`config.mk`:
```
export PLATFORM = sky130hd
export DESIGN_NAME = rf_write_arbiter
export DESIGN_NICKNAME = d
export VERILOG_FILES = /design/src/rtl/rf_write_arbiter.sv
export SDC_FILE = /design/constraint.sdc
export NUM_CORES = 1
export LEC_CHECK = 0
export CELL_PAD_IN_SITES_DETAIL_PLACEMENT = 0
export CELL_PAD_IN_SITES_GLOBAL_PLACEMENT = 2
export CORE_AREA = 2 2 145 147
export CTS_CLUSTER_DIAMETER = 60
export DETAILED_ROUTE_END_ITERATION = 8
export DIE_AREA = 0 0 147 149
export GPL_ROUTABILITY_DRIVEN = 0
export PLACE_DENSITY = 0.81
export SETUP_SLACK_MARGIN = 0.05
export SKIP_LAST_GASP = 1
export SYNTH_ARGS = -nofsm -noshare
export SYNTH_HDL_FRONTEND = slang
export SYNTH_SLANG_ARGS = --single-unit
```
`constraint.sdc`:
```
create_clock -name clk -period 14.4 [get_ports clk]
set_input_delay 4.32 -clock clk [delete_from_list [all_inputs] [get_ports clk]]
set_output_delay 4.32 -clock clk [all_outputs]
set_load 0.02 [all_outputs]
```
`src/rtl/rf_write_arbiter.sv`:
```
// Register-file write-port arbiter: merges WB-stage writes with buffered long-latency
// results, with a starvation guard that forces buffered results through.
module rf_write_arbiter #(
    parameter int FIFO_DEPTH   = 4,
    parameter int STARVE_LIMIT = 3
) (
    input  logic                            clk,
    input  logic                            reset,
    input  logic                            wb_we,
    input  logic [4:0]                      wb_rd,
    input  logic [31:0]                     wb_data,
    input  logic                            lu_valid,
    output logic                            lu_ready,
    input  logic [4:0]                      lu_rd,
    input  logic [31:0]                     lu_data,
    output logic                            rf_we,
    output logic [4:0]                      rf_waddr,
    output logic [31:0]                     rf_wdata,
    output logic                            wb_stall,
    input  logic [4:0]                      chk_rd_a,
    input  logic [4:0]                      chk_rd_b,
    output logic                            pend_a,
    output logic                            pend_b,
    output logic [$clog2(FIFO_DEPTH+1)-1:0] fifo_count
);

    localparam int DATA_W = 32;
    localparam int ADDR_W = 5;
    localparam int PW     = (FIFO_DEPTH > 1) ? $clog2(FIFO_DEPTH) : 1;
    localparam int CW     = $clog2(FIFO_DEPTH + 1);
    localparam int SW     = (STARVE_LIMIT > 0) ? $clog2(STARVE_LIMIT + 1) : 1;

    typedef enum logic [1:0] {
        GRANT_NONE,
        GRANT_WB,
        GRANT_FIFO
    } grant_t;

    logic [ADDR_W-1:0] rd_mem   [FIFO_DEPTH];
    logic [DATA_W-1:0] data_mem [FIFO_DEPTH];

    logic [PW-1:0] head;
    logic [PW-1:0] tail;
    logic [CW-1:0] count;
    logic [SW-1:0] starve_cnt;

    logic          wb_req;
    logic          fifo_ne;
    logic          forced;
    grant_t        grant;
    logic          push;
    logic          pop;
    logic          hit_a;
    logic          hit_b;
    logic [SW-1:0] starve_nxt;

    // Grant selection: forced drain beats WB, WB beats an opportunistic drain.
    always_comb begin
        wb_req  = wb_we && (wb_rd != '0);
        fifo_ne = (count != '0);
        forced  = fifo_ne && (starve_cnt == SW'(STARVE_LIMIT));
        grant   = GRANT_NONE;
        if (forced) begin
            grant = GRANT_FIFO;
        end else if (wb_req) begin
            grant = GRANT_WB;
        end else if (fifo_ne) begin
            grant = GRANT_FIFO;
        end
    end

    always_comb begin
        rf_we    = 1'b0;
        rf_waddr = '0;
        rf_wdata = '0;
        wb_stall = 1'b0;
        if (!reset) begin
            case (grant)
                GRANT_WB: begin
                    rf_we    = 1'b1;
                    rf_waddr = wb_rd;
                    rf_wdata = wb_data;
                end
                GRANT_FIFO: begin
                    rf_we    = 1'b1;
                    rf_waddr = rd_mem[head];
                    rf_wdata = data_mem[head];
                    wb_stall = forced && wb_req;
                end
                default: ;
            endcase
        end
    end

    // lu_ready depends only on registered occupancy, never on lu_valid or the pop.
    assign lu_ready   = !reset && (count < CW'(FIFO_DEPTH));
    assign push       = lu_valid && lu_ready && (lu_rd != '0);
    assign pop        = !reset && (grant == GRANT_FIFO);
    assign fifo_count = count;

    always_comb begin
        starve_nxt = starve_cnt;
        if (!fifo_ne || grant == GRANT_FIFO) begin
            starve_nxt = '0;
        end else if (grant == GRANT_WB && starve_cnt < SW'(STARVE_LIMIT)) begin
            starve_nxt = starve_cnt + SW'(1);
        end
    end

    // Hazard lookup covers every valid slot, including a head that pops this cycle.
    always_comb begin
        hit_a = 1'b0;
        hit_b = 1'b0;
        for (int i = 0; i < FIFO_DEPTH; i++) begin
            logic [PW-1:0] off;
            off = PW'(i) - head;
            if (CW'(off) < count) begin
                if (rd_mem[i] == chk_rd_a) hit_a = 1'b1;
                if (rd_mem[i] == chk_rd_b) hit_b = 1'b1;
            end
        end
    end

    assign pend_a = !reset && (chk_rd_a != '0) && hit_a;
    assign pend_b = !reset && (chk_rd_b != '0) && hit_b;

    always_ff @(posedge clk or posedge reset) begin
        if (reset) begin
            head       <= '0;
            tail       <= '0;
            count      <= '0;
            starve_cnt <= '0;
        end else begin
            if (push) tail <= tail + PW'(1);
            if (pop)  head <= head + PW'(1);
            case ({push, pop})
                2'b10:   count <= count + CW'(1);
                2'b01:   count <= count - CW'(1);
                default: count <= count;
            endcase
            starve_cnt <= starve_nxt;
        end
    end

    // Entry storage carries no reset; validity is defined by head/count alone.
    always_ff @(posedge clk) begin
        if (push) begin
            rd_mem[tail]   <= lu_rd;
            data_mem[tail] <= lu_data;
        end
    end

endmodule
```
# ---- Word level (Yosys, flattened, before mapping)
# Memory sizes are Yosys's and may differ from the RTL's.
# Cells that the tools add are included.
dict set report totals {
  register_bits 9
  mem_bits_rw 148
  inputBits 88
  out_inout_bits 45
  word_cells 89
  n_memories 2
}
# memory words width rd rd_ports_with_merged_regs write_ports line_no
set memory_table {}
lappend memory_table {data_mem 4 32 1 0 1 40} ;# logic [DATA_W-1:0] data_mem [FIFO_DEPTH];
lappend memory_table {rd_mem 4 5 5 0 1 39} ;# logic [ADDR_W-1:0] rd_mem [FIFO_DEPTH];
dict set report classes {
  add_sub_neg 9
  n_lt_le_gt_ge 6
  eq_ne 13
  muxes 32
  n_reduce_logical 23
}
# op n
set op_table {}
lappend op_table {{case mux 32 bit (2 select lines)} 1}
lappend op_table {{== test 5 bit} 8}
lappend op_table {{two-way mux 32 bit} 1}
lappend op_table {{two-way mux 1 bit} 22}
lappend op_table {{nonzero test 5 bit} 4}
lappend op_table {{logical AND 1 bit} 12}
lappend op_table {{less-than comparator 2 x 3 -> 1 bit} 4}
lappend op_table {{two-way mux 2 bit} 5}
lappend op_table {{case mux 5 bit (2 select lines)} 1}
lappend op_table {{adder 2 x 1 -> 2 bit (second input constant)} 3}
lappend op_table {{== test 2 bit (second input constant)} 3}
lappend op_table {{case mux 3 bit (2 select lines)} 1}
lappend op_table {{two-way mux 5 bit} 1}
lappend op_table {{== test 2 x 1 -> 1 bit (second input constant)} 2}
lappend op_table {{nonzero test 2 bit} 2}
lappend op_table {{subtractor 1 x 2 -> 2 bit (first input constant)} 2}
lappend op_table {{subtractor 2 bit (first input constant)} 2}
lappend op_table {{adder 3 x 1 -> 3 bit (second input constant)} 1}
lappend op_table {{less-than comparator 3 bit (second input constant)} 1}
lappend op_table {{nonzero test 3 bit} 1}
lappend op_table {{subtractor 3 x 1 -> 3 bit (second input constant)} 1}
lappend op_table {{zero test 1 bit} 2}
lappend op_table {{less-than comparator 2 bit (second input constant)} 1}
lappend op_table {{OR reduction 2 bit} 1}
lappend op_table {{logical OR 1 bit} 1}

# ---- Logic depth before layout (Yosys ltp)
dict set report logic_depth {
  word_depth 10
  depth_mapped 12
  mapped_depth_nobuf 12
}

# ---- Least setup slack after synthesis
# Ideal clock, no wire load.
dict set report synth_timing {
  kind {input port to output port}
  from {in wb_rd[0]}
  to {out rf_wdata[16]}
  arrival_ns 6.525
  required_time_ns 10.080
  slack_ns 3.555
  stages 10
  cell_sequence {or4_1 > o21ai_0 > a21oi_1 > nor2_1 > inv_1 > ha_1 > or2_2 > clkbuf_1 > clkbuf_1 > nor2_1}
}
dict set report synth_via {
  elab_chain_len 7
  word_cells_on_any_way 8
  cone_classes {eq/ne (2); mux (4); reduce/logical (2)}
}
# item line_no
set synth_lines {}
lappend synth_lines {{from (decl)} 10} ;# input logic [4:0] wb_rd,
lappend synth_lines {{nonzero test 5 bit (*)} 59} ;# wb_req = wb_we && (wb_rd != '0);
lappend synth_lines {{logical AND 1 bit (*)} 59}
lappend synth_lines {{two-way mux 2 bit (*)} 65} ;# end else if (wb_req) begin
lappend synth_lines {{two-way mux 2 bit (*)} 63} ;# if (forced) begin
lappend synth_lines {{== test 2 bit or == test 2 x 1 -> 1 bit (tied branches)} 78} ;# case (grant)
lappend synth_lines {{case mux 32 bit (2 select lines) (*)} 78}
lappend synth_lines {{two-way mux 32 bit (*)} 77} ;# if (!reset) begin
lappend synth_lines {{to (decl)} 18} ;# output logic [31:0] rf_wdata,
# Mark *: on every way between the ends. The rest lies on a longest branch, timed or not.

# ---- Worst setup path after layout
dict set report layout_timing {
  from {in wb_rd[0]}
  to {out rf_wdata[12]}
}
# Same word-level chain as after synthesis.

==> impl_metrics.json <==
{
  "run_status": "complete, no violations",
  "drtIter0Drc": 205,
  "critPathCaptureType": "primary output",
  "cts_tree": "built",
  "hold_viol_final": 0,
  "start_util_pct": 34.3,
  "cts.clk_slew.worst_paths_ps": 60,
  "clockBufferDepth": 2,
  "die_y_um": 149,
  "dp_hpwl_um": 10100,
  "skew_ps": 8.91,
  "grt_pass1_vias": 4387,
  "final_cell_mix": "edfxtp_1, clkdlybuf4s50_1, nor2_1, mux4_2, a22oi_1",
  "vdd_drop_max_uv": 81.6,
  "criticalPathCategory": "primary input to primary output",
  "synth_edf_count": 148,
  "synth_mux_area_share_pct": 12.1,
  "synth_xor_xnor_area_share_pct": 5.96,
  "dieArea_mm2": 0.0219,
  "wl_met1_um": 6660,
  "max_freq_ghz": 0.0843,
  "grt_max_degree": 43,
  "wl_met3_um": 858,
  "cts_setup_buffers": 0,
  "p_int_w": 0.00102,
  "grt_use_total_pct": 14.7,
  "rows": 53,
  "synth_compound_area_share_pct": 5.23,
  "fin_util_pct": 44.6,
  "p_comb_share_pct": 29.7,
  "synth_nets": 536,
  "maxUsedRoutingLayer": "met4",
  "ctsHoldBuffers": 0,
  "portBuffers": 132,
  "io_pins": 133,
  "layout.cells.most_common": "edfxtp_1",
  "wire_per_inst_um": 18.4,
  "nets": 657,
  "switching_share_pct": 29.9,
  "p_switching_w": 0.000436,
  "cts_htree_levels": 4,
  "die_w_um": 147,
  "synthDistinctLibCells": 33,
  "ant_nets": 0,
  "synth_top_family_by_area": "multiplexers",
  "cp-start-kind": "primary input",
  "finalCritPeriodShare_pct": 82.4,
  "rsz0062_at_grt": "no",
  "numCtsBuffers": 17,
  "worstPathArrival_ps": 7540,
  "synth_seq_cells": 157,
  "cts_root_buf": "clkbuf_16",
  "first_pass_iters": 4,
  "area_delta_synth_final_pct": 30.1,
  "grt_pass1_wl_um": 24100,
  "yosysWarnings": 0,
  "synth_top_area_share_pct": 63.0,
  "yosys.area.top_type": "edfxtp_1",
  "syn_avg_cell_area_um2": 16.2,
  "worst_path_largest_cell_delay_ps": 630,
  "core_area_mm2": 0.0206,
  "synthSimpleGateAreaFrac_pct": 5.45,
  "hold_slack_ps": 586,
  "synthFlopType": "edfxtp_1",
  "vias": 4113,
  "drv_slew": 0,
  "crit_family": "simple AND/OR/NAND/NOR gates",
  "required_ps": 10080,
  "grt_overflow": 0,
  "min_period_ps": 11860,
  "ys_seq_area_share_pct": 66.2,
  "cts.sinks": 157,
  "worst_path_max_delay_cell": "clkdlybuf4s50_1",
  "synth.area.top_cells": "edfxtp_1, mux4_2, a22oi_1",
  "totalWireLength_um": 15500,
  "syn-cell-area_mm2": 0.00705,
  "worst_slew_pin_slew_ps": 1080,
  "critical_path_peak_fanout": 38,
  "route.detailed.drc": 0,
  "path_cells": "clkdlybuf4s50_1, or4_1, o21ai_0, a21oi_1, nor2_1, inv_1, ha_1, or2_2, nor2_1, clkdlybuf4s50_1",
  "num_antenna_cells": 0,
  "async_flop_share_pct": 5.73,
  "cp_num_buf_inv": 3,
  "power_leakage_nw": 3.00,
  "relSlewSlack_pct": 28.0,
  "syn_inst": 435,
  "clk_latency_ps": 410,
  "pwr_density_cell_mw_per_mm2": 159,
  "hold_class": "flip-flop to flip-flop",
  "max_cap_viol_count": 0,
  "setup_viol": 0,
  "seqPwrFrac_pct": 41.0,
  "cts_resized": 0,
  "synthAdderAreaFrac_pct": 2.41,
  "antenna_found_initial": 0,
  "tns_ps": 0,
  "final_layout_size_suffix_gt1_share_pct": 13.5,
  "wl_met2_um": 7730,
  "vias_per_cell": 4.87,
  "p_clk_share_pct": 29.4
}
==> final cells by class <==
type | count | area [µm²]
Multi-Input combinational cell | 234 | 2200
Inverter | 12 | 45.0
Clock buffer | 19 | 433
Clock inverter | 13 | 139
Sequential cell | 157 | 4670
Fill cell | 1816 | 11400
Tap cell | 275 | 344
Timing Repair Buffer | 134 | 1340
==> path summary, 6_finish.rpt <==
path,start,to,slack [ps],cells after the start
worst max-delay path,wb_rd[0],rf_wdata[12],2540,10
worst min-delay path,starve_cnt[0],starve_cnt[0],590,2
max in group asynchronous,reset,head[0],9600,2
min in group asynchronous,reset,starve_cnt[1],4440,2
worst min register to register,starve_cnt[0],starve_cnt[0],590,2
worst max register to register,fifo_count[0],fifo_count[2],11100,11
==> power groups by stage <==
stage / registers, W / logic (W) / clock network [W]
floorplan: 0.000579 / 0.000319 / 0
global placement: 0.000607 / 0.000436 / 0
global route: 0.000604 / 0.000479 / 0.000455
finish: 0.000597 / 0.000432 / 0.000428
detailed placement: 0.000610 / 0.000441 / 0
CTS: 0.000600 / 0.000446 / 0.000436
==> flip-flops by register name (all words and copies together) (netlist names) <==
signal	flops
data_mem	128
rd_mem	20
fifo_count	3
head	2
starve_cnt	2
tail	2
==> per-stage QoR <==
stage	setup slack (ps)	power (W)	area (µm²)	cells
after floorplan	3560	0.000898	7050	435
after global placement	2570	0.00104	8600	812
after CTS	2510	0.00148	9170	844
final	2540	0.00146	9170	844
after detailed placement	2530	0.00105	8600	812
after global routing	2330	0.00154	9170	844
==> cell usage after synthesis, drive strengths merged (4+ instances only) <==
library cell and instances:
buf 11, nor3 11, clkbuf 21, xor2 26, a21oi 6, nand2 4
and2 4, xnor2 22, inv 12, a22oi 37, dfrtp 9, edfxtp 148
or4 4, o21ai 4, nand3 6, mux4 37, ha 12, nor2 44
==> layer usage <==
layer  up-vias  GRT usage [%]
met1      2051           18.4
met2       124           25.0
met5         -              0
met4         0           5.29
met3        21           3.70
li1       1917              -
==> worst register-to-register path: cells and delay by family (launching register included) <==
family                   cells  cell delay, ps
adder cells (fa/ha/maj)      3            1380
XOR/XNOR                     2             290
buffers and inverters        1              60
AND/OR/NAND/NOR              4             850
AO/OA/AOI/OAI                1             120
flip-flops                   1             530
==> cells by family (layout without fill, tap and decap cells) <==
logic type               after synthesis  count (layout)
buffers and inverters                 44             178
flip-flops                           157             157
adder cells (fa/ha/maj)               13              13
AO/OA/AOI/OAI                         52              52
multiplexers                          39              39
AND/OR/NAND/NOR                       82              82
XOR/XNOR                              48              48
No activity file was read; power rests on OpenSTA's default activity.
